$ cat config.mk
export PLATFORM = sky130hd
export DESIGN_NAME = add8_rr_arbiter
export DESIGN_NICKNAME = d
export VERILOG_FILES = /design/src/rtl/add8_rr_arbiter.sv
export SDC_FILE = /design/constraint.sdc
export NUM_CORES = 1
export LEC_CHECK = 0
export ABC_AREA = 1
export CAP_MARGIN = 5
export CORE_MARGIN = 5
export CORE_UTILIZATION = 45
export CTS_CLUSTER_SIZE = 28
export DETAILED_ROUTE_END_ITERATION = 16
export PLACE_DENSITY = 0.84
export SLEW_MARGIN = 15
export SYNTH_ARGS = -nofsm -noshare
export SYNTH_HDL_FRONTEND = slang
export SYNTH_SLANG_ARGS = --single-unit
$ cat constraint.sdc
create_clock -name clk -period 3.8 [get_ports clk]
set_input_delay 1.14 -clock clk [delete_from_list [all_inputs] [get_ports clk]]
set_output_delay 1.14 -clock clk [all_outputs]
set_load 0.005 [all_outputs]
$ cat src/rtl/add8_rr_arbiter.sv
// Round-robin arbiter that shares one combinational 8-bit modular adder among
// nreqs requesters and returns each sum through a one-entry tagged response buffer.
module add8_rr_arbiter #(
  parameter int nreqs = 4,
  localparam int idw = $clog2(nreqs)
) (
  input  logic               clk,
  input  logic               reset_n,
  input  logic [nreqs-1:0]   req_val,
  output logic [nreqs-1:0]   req_rdy,
  input  logic [8*nreqs-1:0] req_in0,
  input  logic [8*nreqs-1:0] req_in1,
  output logic               resp_val,
  input  logic               resp_rdy,
  output logic [7:0]         resp_out,
  output logic [idw-1:0]     resp_id
);

  localparam int cw = idw + 1;
  localparam logic [cw-1:0]  nreqs_c = cw'(nreqs);
  localparam logic [idw-1:0] last_c  = idw'(nreqs - 1);

  logic [idw-1:0]   ptr_r;
  logic [idw-1:0]   gidx_s;
  logic [idw-1:0]   idx_s;
  logic [idw-1:0]   ptr_next_s;
  logic [cw-1:0]    wrap_s;
  logic [nreqs-1:0] grant_s;
  logic             found_s;
  logic             can_accept_s;
  logic             accept_s;
  logic [7:0]       op0_s [nreqs];
  logic [7:0]       op1_s [nreqs];
  logic [7:0]       in0_s;
  logic [7:0]       in1_s;
  logic [7:0]       sum_s;

  // Unpack operands, scan requesters from ptr upward, and form handshake signals.
  always_comb begin
    grant_s = '0;
    found_s = 1'b0;
    gidx_s  = '0;
    idx_s   = '0;
    wrap_s  = '0;
    in0_s   = 8'h00;
    in1_s   = 8'h00;
    for (int i = 0; i < nreqs; i++) begin
      op0_s[i] = req_in0[8*i +: 8];
      op1_s[i] = req_in1[8*i +: 8];
    end
    for (int k = 0; k < nreqs; k++) begin
      wrap_s = {1'b0, ptr_r} + cw'(k);
      if (wrap_s >= nreqs_c) begin
        wrap_s = wrap_s - nreqs_c;
      end else begin
        wrap_s = wrap_s;
      end
      idx_s = wrap_s[idw-1:0];
      if (!found_s && req_val[idx_s]) begin
        found_s        = 1'b1;
        grant_s[idx_s] = 1'b1;
        gidx_s         = idx_s;
        in0_s          = op0_s[idx_s];
        in1_s          = op1_s[idx_s];
      end else begin
        found_s = found_s;
      end
    end
    // Buffer may be refilled in the same cycle it drains.
    can_accept_s = !resp_val || resp_rdy;
    accept_s     = found_s && can_accept_s;
    req_rdy      = grant_s & {nreqs{can_accept_s & reset_n}};
    sum_s        = in0_s + in1_s;
    ptr_next_s   = (gidx_s == last_c) ? '0 : gidx_s + idw'(1);
  end

  // Response buffer and priority pointer; ptr only advances on an accept.
  always_ff @(posedge clk or negedge reset_n) begin
    if (!reset_n) begin
      resp_val <= 1'b0;
      resp_out <= 8'h00;
      resp_id  <= '0;
      ptr_r    <= '0;
    end else if (accept_s) begin
      resp_val <= 1'b1;
      resp_out <= sum_s;
      resp_id  <= gidx_s;
      ptr_r    <= ptr_next_s;
    end else if (resp_rdy) begin
      resp_val <= 1'b0;
    end else begin
      resp_val <= resp_val;
    end
  end

endmodule

==> results.txt <==
Dpl cells -> 755
Hold EP -> resp_out[7]
Reg-to-reg setup timing slack -> 360 ps
# rows -> 30
GRT Residual Overflow -> 0
Worst-Skew Late Latency -> 240 ps
Critical path class -> input pin to primary output
Avg Cell Area, Syn -> 5.33 um2
Synth unique cells -> 36
Critical path data required time -> 2660 ps
Total vias in the final route -> 4,047
Biggest area consumer among synthesized cells -> nand2_1
Area Overhead vs Synth -> 44.1%
Total CTS buffers -> 3
Final WS setup -> 100 ps
Iter 0 DRT Violations -> 157
Setup violators final -> 0
Seq/Total Area, Yosys -> 10.5%
Fin. max-slew vios -> 0
Yosys top cell area share -> 22.8%
Ys flop type -> dfrtp_1
EDFF count, synth -> 0
Hold path cells -> 2
Die Y -> 92.9 um
DRT met1 WL -> 4000 um
Pre-CTS worst setup slack -> -433 ps
Mapped Area -> 3090 um2
Slew Limit Headroom -> 65.6%
Final Net Count -> 774
DRC viols -> 0
Yosys Warn Count -> 0
Die Width -> 92.9 um
WL final -> 9430 um
Top routing layer in use -> met4
R2R depth -> 19
Tcrit/Tclk final -> 97.4%
Fraction of layout cells with a size suffix above 1 -> 15.3%
Most numerous cell in the Yosys netlist -> nand2_1
Worst Hold Class -> register to register
Clock-pin slew on the worst setup and hold paths -> 50 ps
Syn nets -> 667
CTS tree -> done
Initial antenna violation count -> 0
DPL Wire Length -> 7470 um
WL per Instance -> 12.3 um
Clock sink count -> 13
Layout Cells excl Fill -> 766
DR WL met3 -> 515 um
Status -> finished, final reports clean
Die area -> 8630 um2
Routed Antenna Nets -> 0
First-pass GRT wire length -> 15,800 um
Gpl congestion -> 0.911
Worst clock skew -> 0.848 ps
Hold Startpoint -> resp_out[7]
Met2 Wirelength -> 4860 um
H-tree levels -> 1
RR Endpoint -> resp_out[5]
Slew of the pin with the lowest slew margin -> 516 ps
Fin util -> 65.9%
Placeable core area -> 6760 um2
Worst Path Arrival -> 2560 ps
Root buf cell -> clkbuf_8
Post-synth top cells -> 188 x nand2_1, 118 x o21ai_0, 68 x inv_1
Post-synth ARST share -> 100%
Port bufs -> 85
All-Layer GR Usage -> 21.4%
Max Cap Viol -> 0
Final TNS setup -> 0 ps
Largest net degree at the start of global routing -> 62
# IOs -> 86
Setup crit start kind -> input pin
Vias/cell -> 5.28
Final Hold Viols -> 0
Syn Inst Count -> 580
DR pass1 iterations -> 4
Minimum clock period -> 3700 ps
#FFs+latches synth -> 13
Crit-path max FO -> 5
Main area contributors after synthesis -> nand2_1 23%, o21ai_0 19%, dfrtp_1 11%
Initial core utilization -> 45.8%
Max Fclk -> 0.270 GHz
Hold buffer count at CTS -> 0
Clock tree buffer depth -> 2
# diodes -> 0
Vias in the first global route -> 3,733
Worst setup EP type -> primary output
-- worst max path at each step --
stage | from | end | cells after the start
CTS | req_val[0] | req_rdy[2] | 13
global route | req_val[3] | resp_out[6] | 22
global placement | req_val[1] | req_rdy[3] | 12
finish | req_val[3] | req_rdy[1] | 14
detailed placement | req_val[1] | resp_out[5] | 21
floorplan | ptr_r[1] | resp_out[6] | 22
-- placed cells by master (no fill, tap or decap), types with 2 or more instances in the layout --
| cell type | count |
|---|---|
| o221ai_1 | 10 |
| nor2_1 | 25 |
| a22oi_2 | 2 |
| mux2i_1 | 2 |
| nand2_2 | 12 |
| buf_4 | 47 |
| dfrtp_1 | 12 |
| nand3_1 | 25 |
| o21ai_0 | 110 |
| o211ai_1 | 5 |
| o21ai_1 | 14 |
| o221ai_2 | 2 |
| ha_1 | 14 |
| clkbuf_8 | 3 |
| a21oi_1 | 22 |
| nand3_4 | 3 |
| a31oi_1 | 3 |
| or2_2 | 6 |
| a21oi_2 | 2 |
| inv_2 | 6 |
| clkdlybuf4s50_1 | 77 |
| xor2_1 | 4 |
| dlygate4sd2_1 | 5 |
| nand2_4 | 2 |
| buf_6 | 5 |
| inv_1 | 66 |
| nand4_1 | 2 |
| clkbuf_2 | 2 |
| nand2_1 | 178 |
-- metal layers --
metal	vias to the layer above	global-route usage, %
met4	0	3.66
met2	108	41.8
met3	8	2.60
met5	-	0
met1	1810	25.0
li1	2121	-
-- sequential cells by signal, summed over array words and instances, names as in the netlist, named ones only --
register and cells:
resp_id 2, resp_val 1, resp_out 8, ptr_r 1
-- layout make-up --
cell class	instances	area, um2
Inverter	74	284
Sequential cell	13	327
Timing Repair Buffer	137	1240
Tap cell	80	100
Multi-Input combinational cell	458	2460
Fill cell	646	2300
Clock buffer	4	45.0
-- worst max-delay path, cell delays in order --
cell	delay (ps)
dlygate4sd2_1	240
inv_1	60
nand2_2	80
nand3_4	110
nand2_8	120
buf_6	110
inv_6	40
nand2_4	70
o22ai_1	70
a21oi_1	110
nand2_1	80
nand2_1	60
inv_1	30
dlygate4sd2_1	250
-- metrics by stage --
stage,cell area (um2),hold WS (ps)
2_1_floorplan,3090,472
3_3_place_gp,4220,469
3_5_place_dp,4220,472
4_1_cts,4320,482
5_1_grt,4460,527
6_report,4460,476
-- cell families after synthesis --
kind of cell	Yosys count	share of synthesized area (%)
compound gates	178	31.5
xor+xnor	4	1.13
fa+ha+maj	16	6.72
buf+inv	109	14.3
flops	13	10.5
mux	2	0.647
simple gates	258	35.2
-- timing repair --
item	in CTS	in global routing
endpoints found under the setup margin	9	9
buffers inserted	3	5
pin swaps	6	17
endpoints found under the hold margin	0	0
resized for setup	24	36
Power is not shown: default switching activity piles up to over one toggle a cycle in this logic, so the estimate is an artifact.
